<file path="src/rtl/if_row_packer_pkg.sv">
// Shared constants for the IF row packer: lane layout of a tagged element and
// the packer state encoding, also used by the datapath unpacker.
package if_row_packer_pkg;

  localparam int FLAG_W  = 2;
  localparam int EOR_OFS = 0;
  localparam int SOR_OFS = 1;

  function automatic int lane_w(input int data_width);
    return data_width + FLAG_W;
  endfunction

  function automatic int sor_bit(input int data_width);
    return data_width + SOR_OFS;
  endfunction

  function automatic int eor_bit(input int data_width);
    return data_width + EOR_OFS;
  endfunction

  typedef enum logic [1:0] {
    ST_IDLE   = 2'd0,
    ST_STREAM = 2'd1,
    ST_DRAIN  = 2'd2,
    ST_DONE   = 2'd3
  } state_e;

endpackage

</file>
<file path="src/rtl/if_row_packer_tagger.sv">
// Column/row position tracker: produces start-of-row, end-of-row and
// last-element-of-frame flags for the element currently offered upstream.
module if_row_tagger #(
  parameter int LEN_WIDTH = 8
) (
  input  logic                 clk,
  input  logic                 rstn,
  input  logic                 clear,
  input  logic                 step,
  input  logic [LEN_WIDTH-1:0] row_len,
  input  logic [LEN_WIDTH-1:0] num_rows,
  output logic                 sor,
  output logic                 eor,
  output logic                 last
);

  localparam logic [LEN_WIDTH-1:0] ONE = LEN_WIDTH'(1);

  logic [LEN_WIDTH-1:0] col_q, col_d;
  logic [LEN_WIDTH-1:0] row_q, row_d;

  always_comb begin
    sor   = (col_q == '0);
    eor   = (col_q == row_len - ONE);
    last  = eor && (row_q == num_rows - ONE);
    col_d = col_q;
    row_d = row_q;
    if (clear) begin
      col_d = '0;
      row_d = '0;
    end else if (step) begin
      if (eor) begin
        col_d = '0;
        row_d = row_q + ONE;
      end else begin
        col_d = col_q + ONE;
      end
    end
  end

  always_ff @(posedge clk or negedge rstn) begin
    if (!rstn) begin
      col_q <= '0;
      row_q <= '0;
    end else begin
      col_q <= col_d;
      row_q <= row_d;
    end
  end

endmodule

</file>
<file path="src/rtl/if_row_packer.sv">
// Tags a raw feature-map element stream with row delimiters and packs
// PAR_WRITE tagged elements into each IF-buffer write word.
module if_row_packer
  import if_row_packer_pkg::*;
#(
  parameter int DATA_WIDTH = 16,
  parameter int PAR_WRITE  = 2,
  parameter int LEN_WIDTH  = 8
) (
  input  logic                                  clk,
  input  logic                                  rstn,
  input  logic                                  cfg_start,
  input  logic [LEN_WIDTH-1:0]                  row_len,
  input  logic [LEN_WIDTH-1:0]                  num_rows,
  input  logic                                  s_valid,
  input  logic [DATA_WIDTH-1:0]                 s_data,
  output logic                                  s_ready,
  input  logic                                  fifo_full,
  output logic                                  fifo_wen,
  output logic [PAR_WRITE*(DATA_WIDTH+2)-1:0]   fifo_din,
  output logic                                  busy,
  output logic                                  done,
  output logic                                  cfg_err
);

  localparam int LANE_W  = lane_w(DATA_WIDTH);
  localparam int SOR_B   = sor_bit(DATA_WIDTH);
  localparam int EOR_B   = eor_bit(DATA_WIDTH);
  localparam int LANE_CW = (PAR_WRITE > 1) ? $clog2(PAR_WRITE) : 1;
  localparam logic [LANE_CW-1:0] LANE_LAST = LANE_CW'(PAR_WRITE - 1);

  // Handshakes: an element transfers on a rising edge where s_valid & s_ready;
  // a word is written on a rising edge where fifo_wen is high (never while full).

  state_e                              state_q, state_d;
  logic [LEN_WIDTH-1:0]                row_len_q, row_len_d;
  logic [LEN_WIDTH-1:0]                num_rows_q, num_rows_d;
  logic [LANE_CW-1:0]                  lane_cnt_q, lane_cnt_d;
  logic [PAR_WRITE-1:0][LANE_W-1:0]    stage_q, stage_d;
  logic [PAR_WRITE-1:0][LANE_W-1:0]    pend_word_q, pend_word_d;
  logic                                pend_q, pend_d;
  logic                                cfg_err_q, cfg_err_d;

  logic              accept;
  logic              cfg_legal;
  logic              tag_clear;
  logic              tag_sor, tag_eor, tag_last;
  logic [LANE_W-1:0] lane_val;

  if_row_tagger #(
    .LEN_WIDTH (LEN_WIDTH)
  ) u_tagger (
    .clk      (clk),
    .rstn     (rstn),
    .clear    (tag_clear),
    .step     (accept),
    .row_len  (row_len_q),
    .num_rows (num_rows_q),
    .sor      (tag_sor),
    .eor      (tag_eor),
    .last     (tag_last)
  );

  // A row length that is not a multiple of PAR_WRITE would split a row across
  // a word boundary with a partial word at frame end, so it is rejected.
  assign cfg_legal = (row_len != '0) && (num_rows != '0) &&
                     ((int'(row_len) % PAR_WRITE) == 0);

  assign s_ready  = (state_q == ST_STREAM) && (!pend_q || !fifo_full);
  assign accept   = s_valid && s_ready;
  assign fifo_wen = pend_q && !fifo_full;
  assign fifo_din = pend_word_q;
  assign busy     = (state_q == ST_STREAM) || (state_q == ST_DRAIN);
  assign done     = (state_q == ST_DONE);
  assign cfg_err  = cfg_err_q;

  always_comb begin
    lane_val                   = '0;
    lane_val[SOR_B]            = tag_sor;
    lane_val[EOR_B]            = tag_eor;
    lane_val[DATA_WIDTH-1:0]   = s_data;
  end

  always_comb begin
    state_d     = state_q;
    row_len_d   = row_len_q;
    num_rows_d  = num_rows_q;
    lane_cnt_d  = lane_cnt_q;
    stage_d     = stage_q;
    pend_word_d = pend_word_q;
    pend_d      = pend_q;
    cfg_err_d   = cfg_err_q;
    tag_clear   = 1'b0;

    if (fifo_wen) begin
      pend_d = 1'b0;
    end

    case (state_q)
      ST_IDLE: begin
        if (cfg_start) begin
          if (cfg_legal) begin
            row_len_d  = row_len;
            num_rows_d = num_rows;
            lane_cnt_d = '0;
            tag_clear  = 1'b1;
            cfg_err_d  = 1'b0;
            state_d    = ST_STREAM;
          end else begin
            cfg_err_d  = 1'b1;
          end
        end
      end
      ST_STREAM: begin
        if (accept) begin
          stage_d[lane_cnt_q] = lane_val;
          if (lane_cnt_q == LANE_LAST) begin
            // Completed word moves to the pending register in the same edge
            // that a previous pending word may be leaving it.
            lane_cnt_d  = '0;
            pend_d      = 1'b1;
            pend_word_d = stage_d;
          end else begin
            lane_cnt_d  = lane_cnt_q + LANE_CW'(1);
          end
          if (tag_last) begin
            state_d = ST_DRAIN;
          end
        end
      end
      ST_DRAIN: begin
        if (!pend_q || fifo_wen) begin
          state_d = ST_DONE;
        end
      end
      ST_DONE: begin
        state_d = ST_IDLE;
      end
      default: begin
        state_d = ST_IDLE;
      end
    endcase
  end

  always_ff @(posedge clk or negedge rstn) begin
    if (!rstn) begin
      state_q     <= ST_IDLE;
      row_len_q   <= '0;
      num_rows_q  <= '0;
      lane_cnt_q  <= '0;
      stage_q     <= '0;
      pend_word_q <= '0;
      pend_q      <= 1'b0;
      cfg_err_q   <= 1'b0;
    end else begin
      state_q     <= state_d;
      row_len_q   <= row_len_d;
      num_rows_q  <= num_rows_d;
      lane_cnt_q  <= lane_cnt_d;
      stage_q     <= stage_d;
      pend_word_q <= pend_word_d;
      pend_q      <= pend_d;
      cfg_err_q   <= cfg_err_d;
    end
  end

endmodule

</file>
<file path="config.mk">
export PLATFORM = sky130hd
export DESIGN_NAME = if_row_packer
export DESIGN_NICKNAME = d
export VERILOG_FILES = /design/src/rtl/if_row_packer_pkg.sv /design/src/rtl/if_row_packer_tagger.sv /design/src/rtl/if_row_packer.sv
export SDC_FILE = /design/constraint.sdc
export NUM_CORES = 1
export LEC_CHECK = 0
export ABC_AREA = 1
export ABC_CLOCK_PERIOD_IN_PS = 1750
export BUFFER_PORTS_ARGS = -buffer_cell sky130_fd_sc_hd__buf_2
export CAP_MARGIN = 20
export CORE_MARGIN = 4
export CORE_UTILIZATION = 50
export CTS_BUF_LIST = sky130_fd_sc_hd__clkbuf_16
export DETAILED_ROUTE_END_ITERATION = 10
export GPL_ROUTABILITY_DRIVEN = 0
export PLACE_DENSITY = 0.75
export SKIP_LAST_GASP = 1
export SLEW_MARGIN = 5
export SYNTH_ARGS = -nofsm -noshare
export SYNTH_HDL_FRONTEND = slang
export SYNTH_SLANG_ARGS = --single-unit
</file>
<file path="constraint.sdc">
create_clock -name clk -period 1.75 [get_ports clk]
set_input_delay 0.175 -clock clk [delete_from_list [all_inputs] [get_ports clk]]
set_output_delay 0.175 -clock clk [all_outputs]
set_load 0.02 [all_outputs]
</file>
# Word-level counts from Yosys, hierarchy flattened
# Cells that the tools add are included.
totals:
  latch_bits: 0
  regBits: 109
  output_inout_bits: 41
  ramBits: 0
  rom_bits: 0
  inputBits: 37
  n_memories: 0
classes:
  div_mod_pow: 0
  eq_ne: 10
  mux: 28
  shifts: 0
  bitwise: 0
  addsub: 5
  multipliers: 0
  order_cmp: 2
  reduce_logical: 27
ops:
  columns: ["op", "count"]
  rows:
  - ["two-way mux 8 bit", 6]
  - ["bitwise mux 36 bit", 1]
  - ["logical NOT 32 bit", 1]
  - ["demux 18 bit (select 1 bit)", 1]
  - ["two-way mux 18 bit", 1]
  - ["adder 8 x 1 -> 8 bit (second input constant)", 2]
  - ["== test 8 bit", 2]
  - ["nonzero test 8 bit", 2]
  - ["subtractor 8 x 1 -> 8 bit (second input constant)", 2]
  - ["two-way mux 1 bit", 12]
  - ["two-way mux 2 bit", 5]
  - ["logical NOT 8 bit", 1]
  - ["!= test 2 bit (second input constant)", 4]
  - ["one-hot mux 2 bit (4 select lines)", 1]
  - ["logical AND 1 bit", 7]
  - ["AND reduction 2 bit", 3]
  - ["AND reduction 3 bit", 2]
  - ["nonzero test 2 bit", 3]
  - ["AND reduction 5 bit", 1]
  - ["== test 2 bit (second input constant)", 2]
  - ["AND reduction 4 bit", 1]
  - ["logical OR 1 bit", 3]
  - ["== test 2 x 1 -> 1 bit (second input constant)", 1]
  - ["logical NOT 1 bit", 2]
  - ["6 further kinds", 6]

# Logic depth before layout (Yosys ltp)
# Gate-level depths: netlist of the first run.
logic_depth:
  word_depth: 8
  mapped_depth: 16

# Cells and area by module
# A second synthesis of the first run with hierarchy kept.
hier_totals:
  cells_unflattened: 576
  area_unflattened_um2: 4770.8
by_module_without_submodules:
  columns: ["mod", "seq_area_each_um2", "area_per_inst_um2", "n_inst", "cells_per_inst"]
  rows:
  - ["if_row_packer", 1876.8, 3211.8, 1, 339]
  - ["if_row_tagger", 400.4, 1559.0, 1, 237]

# Worst setup path after synthesis of the first run
# OpenSTA, ideal clock, no wires.
synth_path:
  path_type: "register to register"
  start: "register state_q[1]"
  end: "register stage_q[10] in the netlist's numbering"
  setup_time_ps: 125
  setup_slack_ps: -233
  synth_period_minus_slack_ps: 1983
  required_ps: 1625
  t_arrival_ps: 1858
  stages_incl_launch_ff: 9
  path_cell_list: "dfrtp_1 -> inv_1 -> ha_1 -> inv_1 -> nor2_2 -> nand2_2 -> nor2_4 -> buf_4 -> mux2_2"
synth_between:
  elab_chain_len: 4
synth_rtl:
  columns: ["item", "line", "source"]
  rows:
  - ["start: declaration", "if_row_packer.sv:35", "state_e state_q, state_d;"]
  - ["start signal: assignment", "if_row_packer.sv:156", "state_q <= state_d;"]
  - ["== test 2 x 1 -> 1 bit", "if_row_packer.sv:69", "assign s_ready = (state_q == ST_STREAM) && (!pend_q || !fifo_full);"]
  - ["logical AND 1 bit", "if_row_packer.sv:69", null]
  - ["via s_ready", "if_row_packer.sv:17", "output logic s_ready,"]
  - ["logical AND 1 bit", "if_row_packer.sv:70", "assign accept = s_valid && s_ready;"]
  - ["AND reduction 2 bit (no source line)", null, null]
  - ["end signal: assignment", "if_row_packer.sv:160", "stage_q <= stage_d;"]
  - ["end: declaration", "if_row_packer.sv:39", "logic [PAR_WRITE-1:0][LANE_W-1:0] stage_q, stage_d;"]
# The timed path passes the listed nets, and every way through them passes these cells.
# A chain may end at the register's enable or synchronous reset.

# Final worst setup path of the first run
layout_path:
  start: "register state_q[1]"
  end: "register pend_word_q (netlist bit fifo_din[13])"
layout_between:
  elab_chain_len: 4
layout_rtl:
  columns: ["item", "line", "source"]
  rows:
  - ["== test 2 x 1 -> 1 bit (*)", "if_row_packer.sv:69, if_row_packer.sv:99", null]
  - ["logical AND 1 bit", "if_row_packer.sv:69", null]
  - ["logical AND 1 bit", "if_row_packer.sv:70", null]
  - ["AND reduction 3 bit (no source line) (*)", null, null]
  - ["end signal: assignment", "if_row_packer.sv:161", "pend_word_q <= pend_word_d;"]
  - ["end: declaration", "if_row_packer.sv:40", "logic [PAR_WRITE-1:0][LANE_W-1:0] pend_word_q, pend_word_d;"]
# Mark *: on every way between the ends. The rest lies on a longest branch, timed or not.

==> metrics.md, run 1 <==
| Metric | Value |
|---|---|
| Reg area | 0.00228 mm^2 |
| Critical path type | register to register |
| Post-synth top area share | 0.501 |
| Initial Utilization | 0.517 |
| Fin crit share | 1.08 |
| Filler cells | 630 |
| Vias in the first global route | 3648 |
| Switching part of the total power | 0.418 |
| VDD IR max | 1.05 mV |
| Transition time of the tightest slew-check pin | 0.548 ns |
| Critical path required time | 1.98 ns |
| Min-Delay Path Class | input port to register |
| Ant. Diodes | 0 |
| Crit path max fanout | 8 |
| Crit path cell chain | inv_2 -> ha_2 -> inv_4 -> nor2_4 -> nand2_4 -> nor2_4 -> clkbuf_16 -> mux2_4 |
| Area Growth Syn to Fin | 32.3% |
| Final WS setup | -0.142 ns |
| Post-Route WL | 11900 um |
| First-pass GRT wire length | 17200 um |
| Longest Clk Path Bufs | 2 |
| DIE WIDTH | 103 um |
| Detailed Place HPWL | 7500 um |
| Pint | 6420 uW |
| CP startpoint | state_q[1] |
| Slew Limit Fails | 0 |
| Status | complete, but fails checks |
| Post-synthesis mux area share | 0.0866 |
| Commonest cells in the netlist | nand2_1, dfrtp_1, inv_1 |
| Residual DRC | 0 |
| Inst Count DP | 690 |
| Worst endpoint data arrival time | 2.12 ns |
| I/O Buffers | 77 |
| Remaining Overflow, GRT | 0 |
| Largest area contributor in the netlist | dfrtp_1 |
| Synth area leaders | dfrtp_1, nand2_1, mux2_2, o21ai_0, inv_1 |
| Pleak | 0.00302 uW |
| XOR/XNOR Fraction of Synth Area | 0.0424 |
| Post-route ant nets | 0 |
| Rows | 34 |
| PD cells | 1830 mW/mm^2 |
| Largest family of logic cells by synthesized area | simple AND/OR/NAND/NOR gates |
| Cell family with most CP delay | simple AND/OR/NAND/NOR gates |
| CTS tree | yes |
| Logic pwr share | 0.482 |
| Place WS | -0.0740 ns |
| CP most frequent cell | nor2_4 |
| Via Count | 3767 |
| Initial antenna violation count | 0 |
| Wire per inst | 16.4 um |
| Adder-cell share of the synthesized area | 0.0248 |
| Flops & latches, synth | 91 |
| Area of the multi-input gates | 0.00229 mm^2 |
| Post-Syn Nets | 547 |
| Ys async rst share | 1.00 |
| Setup violators final | 62 |
| Die area | 0.0107 mm^2 |
| Yosys cell types | 35 |
| Detailed Routing Iterations Pass 1 | 4 |
| Mapped Cells | 501 |
| CORE AREA | 0.00881 mm^2 |
| Total track usage | 0.206 |
| Max Freq | 0.529 GHz |
| Highest-delay cell along the critical path | dfrtp_1 |
| WP buf/inv | 3 |
| Total Nets Final | 659 |
| Synth Cell Area | 0.00455 mm^2 |
| Compound-Gate Fraction of Synth Area | 0.0693 |
| Initial DRC count | 149 |
| Worst path depth | 8 |
| DR vias/cell | 5.19 |
| Post-route setup TNS | -3.25 ns |
| Sink Count | 91 |
| Final Hold Vio Count | 0 |
| Synthesis warning total | 0 |
| Tmin final | 1.89 ns |
| H-tree depth | 3 |
| Crit Reg-Reg Startpoint | state_q[1] |
| Crit. End Element | register |
| Hold depth | 3 |
| Non-Filler Instances | 726 |
| Psw | 4620 uW |
| Failing checks | setup timing |
| Register-to-Register Path Depth | 8 |
| Sequential-to-total area share from yosys stat | 0.501 |
| Die height | 103 um |
| RSZ-0062 raised after global routing | yes |
| Syn Area/Cell | 9.08 um^2 |
| Max-cap violations | 0 |
| Final Util | 0.683 |
| Flop pwr share | 0.339 |
| Layout cells sized above 1 | 0.379 |
| Clk slew on worst S/H paths | 0.08 ns |
| Post-synth EDFFs | 0 |
| Worst setup SP type | register |
| Ports | 78 |
| Worst rel slew slack | 0.632 |
| Worst Min Path Start | s_data[6] |
| Num CTS Buffers | 9 |
| Post-Route Skew | 0.00780 ns |
| Clk network pwr share | 0.179 |
| Top-count cell post-synth | nand2_1 |
| Synth Area in Simple Gates | 0.221 |
| Largest net degree at the start of global routing | 40 |
| CTS root buffer | clkbuf_16 |
| Worst path max stage delay | 0.42 ns |
| Predominant post-synthesis flop cell | dfrtp_1 |
| Clk Latency, worst-skew pair | 0.35 ns |
==> area by class of cell <==
type,instances,share of cell area
clock inverter,7,0.0135
multi-input combinational,348,0.381
tap,108,0.0225
timing repair buffer,119,0.139
clock buffer,9,0.0374
inverter,44,0.0283
sequential,91,0.379
==> worst reg2reg max path, cell delays in order, from the launching register on <==
cell	delay, ns
dfrtp_1	0.42
inv_2	0.08
ha_2	0.19
inv_4	0.04
nor2_4	0.13
nand2_4	0.11
nor2_4	0.28
clkbuf_16	0.22
mux2_4	0.30
==> flip-flops by register name, indices dropped and copies added, names as in the netlist <==
name	count
u_tagger.col_q	8
fifo_din	36
lane_cnt_q	1
cfg_err	1
state_q	2
num_rows_q	8
stage_q	18
u_tagger.row_q	8
pend_q	1
row_len_q	8
==> layer usage <==
layer	share of wire	track usage	vias up
met2	0.51	0.338	113
met5	0	0	-
met4	0.017	0.0827	0
li1	-	-	1830
met3	0.052	0.0382	20
met1	0.42	0.270	1804
==> cells in the final DEF (no fill, tap or decap), types with 10 or more instances in the layout <==
cell       instances
xor2_1            14
nand2_2           10
nand2_1          135
inv_1             34
buf_4             31
nand3_1           23
o21ai_0           33
nor2_1            21
clkbuf_16         13
buf_2             76
mux2_4            30
dfrtp_1           89
==> per-stage QoR <==
step	power (uW)	cell area, um^2	hold WS, ns
2_1_floorplan	6640	4590	-0.121
3_3_place_gp	7820	5210	0.130
3_5_place_dp	8020	5210	0.140
4_1_cts	10200	5600	0.0357
5_1_grt	11700	6020	0.0505
6_report	11000	6020	0.0431
==> power by group through the flow <==
| stage | clock network (uW) | logic, uW | registers (uW) |
|---|---|---|---|
| 2_1_floorplan | 0 | 2600 | 4030 |
| 3_3_place_gp | 0 | 4180 | 3640 |
| 3_5_place_dp | 0 | 4340 | 3680 |
| 4_1_cts | 1980 | 4570 | 3670 |
| 5_1_grt | 2090 | 5780 | 3850 |
| 6_report | 1980 | 5320 | 3740 |
==> timing repair <==
action	CTS	global route
hold buffers	1	0
hold endpoints to repair	26	0
pin swaps	7	13
gates resized for setup	18	59
endpoints found under the setup margin	15	53
cloned	0	4
setup buffers	2	13
==> final timing paths <==
| kind | slack [ns] | to |
|---|---|---|
| max reg2reg | -0.14 | fifo_din[13] |
| min | 0.04 | fifo_din[24] |
| min reg2reg | 0.50 | fifo_din[26] |
| max | -0.14 | fifo_din[13] |
| max in group asynchronous | 0.90 | fifo_din[14] |
| min in group asynchronous | 0.31 | row_len_q[5] |
==> kinds of logic (layout without fill, tap and decap cells) <==
kind of cell	Yosys count	in the layout
xor gates and xnor gates	22	22
AOI/OAI and AO/OA	55	55
and+or+nand+nor	227	227
adders and majority gates	9	9
DFF	91	91
buffers and inverters	62	179
muxes	35	35
(Power assumes the default switching activity.)
==> run 2, diff against run 1 <==
Settings changed: CORE_MARGIN 4 to 2, GPL_TIMING_DRIVEN set to 0.
==> run 2 against run 1 <==
  * The run still ends with setup timing left
  * Clock power is 4% lower
  * Register-to-register slack better by 0.07 ns
  * Largest power group unchanged
  * Largest cell class is now flip-flops and latches
  * Hold slack worse by 0.0026 ns
  * Fmax is 3.6% higher
  * Critical path depth is 4 higher
  * Routed wire length is 11% lower
  * First-iteration DRC count is 50% higher
  * Critical path type unchanged
  * Final cell count is 0.14% lower
  * Clock skew is 0.0029 ns lower
  * Die area is 7.6% lower
  * Global-route usage is 1.7 points higher
==> metrics.md, run 2 (synthesis gave the netlist of run 1 again) <==
| Metric | Value |
|---|---|
| Post-Route Skew | 0.00486 ns |
| Setup violators final | 34 |
| WP buf/inv | 2 |
| Post-route ant nets | 0 |
| Total Nets Final | 658 |
| Slew Limit Fails | 0 |
| Layout cells sized above 1 | 0.361 |
| Largest net degree at the start of global routing | 65 |
| Pleak | 0.00289 uW |
| Hold depth | 3 |
| Final Hold Vio Count | 0 |
| Clk Latency, worst-skew pair | 0.35 ns |
| Worst R2R End | u_tagger.row_q[2] |
| CTS tree | yes |
| Initial Utilization | 0.519 |
| Die area | 0.00988 mm^2 |
| Detailed Place HPWL | 7240 um |
| Die height | 99.4 um |
| Clk slew on worst S/H paths | 0.07 ns |
| Residual DRC | 0 |
| PD cells | 1770 mW/mm^2 |
| Gr busiest metal | met2 |
| Max Freq | 0.548 GHz |
| Cell family with most CP delay | simple AND/OR/NAND/NOR gates |
| Worst path max stage delay | 0.40 ns |
| RSZ-0062 raised after global routing | yes |
| Met3 Use GR | 0.0661 |
| Remaining Overflow, GRT | 0 |
| Psw | 4310 uW |
| CTS root buffer | clkbuf_16 |
| Commonest non-fill, non-tap cell in the layout | nand2_1 |
| Switching part of the total power | 0.418 |
| Worst Min Path Start | s_data[14] |
| H-tree depth | 3 |
| Crit path max fanout | 5 |
| Initial antenna violation count | 0 |
| First-pass GRT wire length | 17600 um |
| Failing checks | setup timing |
| DR vias/cell | 5.13 |
| Flop pwr share | 0.358 |
| Wire per inst | 14.6 um |
| Total track usage | 0.223 |
| Register-to-Register Path Depth | 12 |
| Place WS | -0.231 ns |
| Longest Clk Path Bufs | 2 |
| Worst setup SP type | register |
| Crit path cell chain | buf_6 -> nor2_4 -> nand2_2 -> o21ai_1 -> nand3_2 -> nor2_4 -> nand2_4 -> nand2_8 -> nand2_8 -> buf_8 -> nand2_2 -> o21ai_2 |
| GRT met1 Usage | 0.292 |
| Non-Filler Instances | 725 |
| Fin crit share | 1.04 |
| Num CTS Buffers | 9 |
| Ant. Diodes | 0 |
| Crit. End Element | register |
| Max FFs per register | 36 |
| Inst Count DP | 687 |
| CP startpoint | row_len_q[1] |
| Max-cap violations | 0 |
| Crit Reg-Reg Startpoint | row_len_q[1] |
| Transition time of the tightest slew-check pin | 0.494 ns |
| DIE WIDTH | 99.4 um |
| Ports | 78 |
| Hold EP | fifo_din[32] |
| Pint | 5990 uW |
| VDD IR max | 0.958 mV |
| Area Growth Syn to Fin | 27.7% |
| Sink Count | 91 |
| Rows | 34 |
| Met2 Track Usage GR | 0.360 |
| Final WS setup | -0.0760 ns |
| Status | complete, but fails checks |
| Filler cells | 662 |
| Flop2flop setup slack | -0.08 ns |
| CORE AREA | 0.00876 mm^2 |
| Worst endpoint data arrival time | 2.06 ns |
| Tmin final | 1.83 ns |
| Reg area | 0.00228 mm^2 |
| Critical path type | register to register |
| Most frequent cells in the layout | nand2_1, dfrtp_1, buf_2 |
| Critical path required time | 1.99 ns |
| Highest-delay cell along the critical path | dfrtp_1 |
| Via Count | 3722 |
| Detailed Routing Iterations Pass 1 | 7 |
| Area of the multi-input gates | 0.00217 mm^2 |
| Post-Route WL | 10600 um |
| Min-Delay Path Class | input port to register |
| I/O Buffers | 77 |
| Worst rel slew slack | 0.667 |
| Vias in the first global route | 3843 |
| Initial DRC count | 224 |
| Clk network pwr share | 0.185 |
| Logic pwr share | 0.457 |
-- run 2: cell types whose count changed in the layout (fill, tap and decap cells not counted), moves of 4 or more --
cell      change
o22ai_2       -4
buf_4        -12
mux2_2       +29
o22ai_1       +4
mux2_4       -30
clkbuf_1      +7
-- run 2: repair_timing --
action / 4_1_cts / 5_1_grt
pin swaps: 9 / 8
cloned: 1 / 1
setup buffers: 14 / 5
hold endpoints to repair: 27 / 0
hold buffers: 1 / 0
setup endpoints to repair: 65 / 80
resized for setup: 26 / 29
-- run 2: through the flow --
step	area, um^2	hold slack, ns	util	TNS [ns]	total power (uW)
floorplan	4590	-0.121	-	-0.659	6640
finish	5810	0.0405	0.663	-1.40	10300
global placement	5110	0.396	0.583	-35.27	7660
CTS	5650	0.0343	0.645	-0.502	10000
detailed placement	5140	0.133	0.586	-7.08	7840
global route	5810	0.0427	0.663	-6.65	11100
-- run 2: worst max path at each step --
stage	to	cells after the start
after CTS	u_tagger.row_q[0]	14
after global placement	fifo_din[11]	1
after detailed placement	u_tagger.row_q[4]	15
final	u_tagger.row_q[2]	12
after global routing	state_q[1]	15
after floorplan	stage_q[10]	8
-- run 2: per-layer routing --
layer / up-vias / routed length (um)
met2: 105 / 5190
met1: 1769 / 4520
met5: - / 0
li1: 1829 / -
met3: 19 / 680
met4: 0 / 184
-- run 2: layout make-up --
type                       count  share of cell area
buffer                        18              0.0215
clock buffer                   9              0.0388
clock inverter                 7              0.0110
inverter                      44              0.0284
multi-input combinational    348               0.374
sequential                    91               0.392
tap                          108              0.0233
timing repair buffer         100               0.111
-- run 2: tightest hold or removal path, cell delays in order --
cell	delay, ns
buf_2	0.09
nand2_1	0.04
nand2_1	0.05
-- run 2: power groups by stage --
| stage | Clock, uW | Sequential (uW) | Combinational (uW) |
|---|---|---|---|
| after floorplan | 0 | 4030 | 2600 |
| after global placement | 0 | 3650 | 4010 |
| after detailed placement | 0 | 3700 | 4140 |
| after CTS | 1930 | 3680 | 4440 |
| after global routing | 2010 | 3820 | 5230 |
| final | 1910 | 3690 | 4700 |
==> run 3, diff against run 2 <==
--- a/config.mk
+++ b/config.mk
@@ -11,10 +11,9 @@
 export CAP_MARGIN = 20
 export CORE_MARGIN = 2
-export CORE_UTILIZATION = 50
+export CORE_UTILIZATION = 39
 export CTS_BUF_LIST = sky130_fd_sc_hd__clkbuf_16
 export DETAILED_ROUTE_END_ITERATION = 10
 export GPL_ROUTABILITY_DRIVEN = 0
 export GPL_TIMING_DRIVEN = 0
-export PLACE_DENSITY = 0.75
 export SKIP_LAST_GASP = 1
 export SLEW_MARGIN = 5
==> constraint.sdc (replaced) <==
create_clock -name clk -period 1.75 [get_ports clk]
set_input_delay 0.35 -clock clk [delete_from_list [all_inputs] [get_ports clk]]
set_output_delay 0.35 -clock clk [all_outputs]
set_load 0.02 [all_outputs]
==> run 3 against run 2 <==
  * The flow still finishes with violations (setup timing)
  * Design area is 3.0% higher
  * Power up 3.1%
  * Flip-flop and latch count did not move
  * Largest cell class unchanged
  * Non-clock buffer count up 9
==> metrics.md, run 3 (synthesis gave the netlist of run 1 again) <==
| Metric | Value |
|---|---|
| Status | complete, but fails checks |
| Failing checks | setup timing |
| Initial Utilization | 0.398 |
| Layout cells sized above 1 | 0.354 |
| Placed cell areas | 0.00518 mm^2 |
| Gr busiest metal | met2 |
| Max Freq | 0.547 GHz |
| Rows | 39 |
| Met2 Track Usage GR | 0.290 |
| Longest Clk Path Bufs | 2 |
| Max-cap violations | 0 |
| Detailed Place HPWL | 7470 um |
| CTS root buffer | clkbuf_16 |
| Non-Filler Instances | 768 |
| I/O Buffers | 77 |
| Largest net degree at the start of global routing | 53 |
| Vias in the first global route | 3760 |
| Residual DRC | 0 |
| Num CTS Buffers | 9 |
| CORE AREA | 0.0114 mm^2 |
| Clk Latency, worst-skew pair | 0.35 ns |
| Pleak | 0.00300 uW |
| DR vias/cell | 4.83 |
| Crit path max fanout | 5 |
| Total Nets Final | 667 |
| Initial antenna violation count | 0 |
| Crit path cell chain | nor2_1 -> nand2_1 -> nor2_1 -> nand2_1 -> nand2_1 -> nand2_2 -> nor2_4 -> nand2_4 -> nand2_4 -> nand2_8 -> buf_4 -> nand2_1 -> o21ai_2 |
| Ports | 78 |
| Total track usage | 0.176 |
| Highest-delay cell along the critical path | dfrtp_1 |
| Max FFs per register | 36 |
| Remaining Overflow, GRT | 0 |
| Area Growth Syn to Fin | 31.5% |
| GRT met1 Usage | 0.224 |
| Post-route cell area | 0.00598 mm^2 |
| Worst setup SP type | register |
| Worst path max stage delay | 0.45 ns |
| WP buf/inv | 1 |
| Transition time of the tightest slew-check pin | 0.541 ns |
| CTS tree | yes |
| CP most frequent cell | nand2_1 |
| Cell family with most CP delay | simple AND/OR/NAND/NOR gates |
| Final WS setup | -0.0786 ns |
| Setup violators final | 30 |
| Die area | 0.0125 mm^2 |
| Met3 Use GR | 0.0506 |
| Post-Route WL | 10700 um |
| Critical path required time | 1.99 ns |
| Min-Delay Path Class | input port to register |
| Inst Count DP | 722 |
| PD cells | 1780 mW/mm^2 |
| RSZ-0062 raised after global routing | yes |
| Final Hold Vio Count | 0 |
| Crit. End Element | register |
| Tmin final | 1.83 ns |
| Critical path type | register to register |
| Fin crit share | 1.04 |
| Sink Count | 91 |
| Slew Limit Fails | 0 |
| Post-Route Skew | 0.00618 ns |
| Worst endpoint data arrival time | 2.07 ns |
| VDD IR max | 0.944 mV |
| Die height | 112 um |
| Detailed Routing Iterations Pass 1 | 4 |
| Clk slew on worst S/H paths | 0.07 ns |
| DIE WIDTH | 112 um |
| Ant. Diodes | 0 |
| First-pass GRT wire length | 17700 um |
| Most frequent cells in the layout | nand2_1, dfrtp_1, buf_2 |
| Wire per inst | 14.0 um |
| H-tree depth | 3 |
| Worst rel slew slack | 0.639 |
| Post-route ant nets | 0 |
| Commonest non-fill, non-tap cell in the layout | nand2_1 |
| Initial DRC count | 185 |
| Hold slack final | 0.216 ns |
| Via Count | 3713 |
[run 3: path summary, 6_finish.rpt]
check	cells past startpoint	slack, ns	startpoint	end
min in group asynchronous	2	0.52	rstn	fifo_din[0]
worst min-delay path	3	0.22	s_data[7]	fifo_din[25]
worst max-delay path	13	-0.08	row_len_q[3]	u_tagger.row_q[6]
worst min register to register	2	0.48	fifo_din[22]	fifo_din[22]
worst max register to register	13	-0.08	row_len_q[3]	u_tagger.row_q[6]
max in group asynchronous	3	0.59	rstn	u_tagger.row_q[6]
[run 3: area by class of cell]
type | instances | area [um^2]
sequential | 91 | 2280
multi-input combinational | 348 | 2200
timing repair buffer | 111 | 752
tap | 143 | 179
clock buffer | 9 | 225
clock inverter | 6 | 73.8
fill | 1095 | 5440
buffer | 16 | 110
inverter | 44 | 168
[run 3: worst reg2reg max path, delay by kind of cell (launching register included)]
family,cells,cell delay [ns]
flip-flops,1,0.45
AND/OR/NAND/NOR,11,1.06
AO/OA/AOI/OAI,1,0.05
buffers and inverters,1,0.15
[run 3: metrics by stage]
stage / power [uW] / setup WS, ns / utilization / TNS [ns]
5_1_grt: 11400 / -0.235 / 0.524 / -4.84
4_1_cts: 10300 / -0.0532 / 0.509 / -1.17
2_1_floorplan: 6640 / -0.0580 / - / -0.659
3_3_place_gp: 7710 / -0.535 / 0.451 / -55.28
3_5_place_dp: 7860 / -0.240 / 0.454 / -8.21
6_report: 10600 / -0.0786 / 0.524 / -1.24
[run 3: what timing repair did]
item | in CTS | in global routing
cloned | 2 | 1
pin swaps | 10 | 6
endpoints found under the setup margin | 79 | 76
setup buffers | 22 | 7
hold buffers | 1 | 0
resized for setup | 34 | 42
endpoints found under the hold margin | 39 | 0
[run 3: per-layer routing]
metal  up-vias  wire, um
met5         -         0
met4         0       159
met3        12       567
met2        79      5130
li1       1845         -
met1      1777      4900
[run 3: where the power goes]
group          internal [uW]  total, uW  switching (uW)
combinational           2240       4940            2710
sequential              3020       3690             674
clock                   1120       1990             868
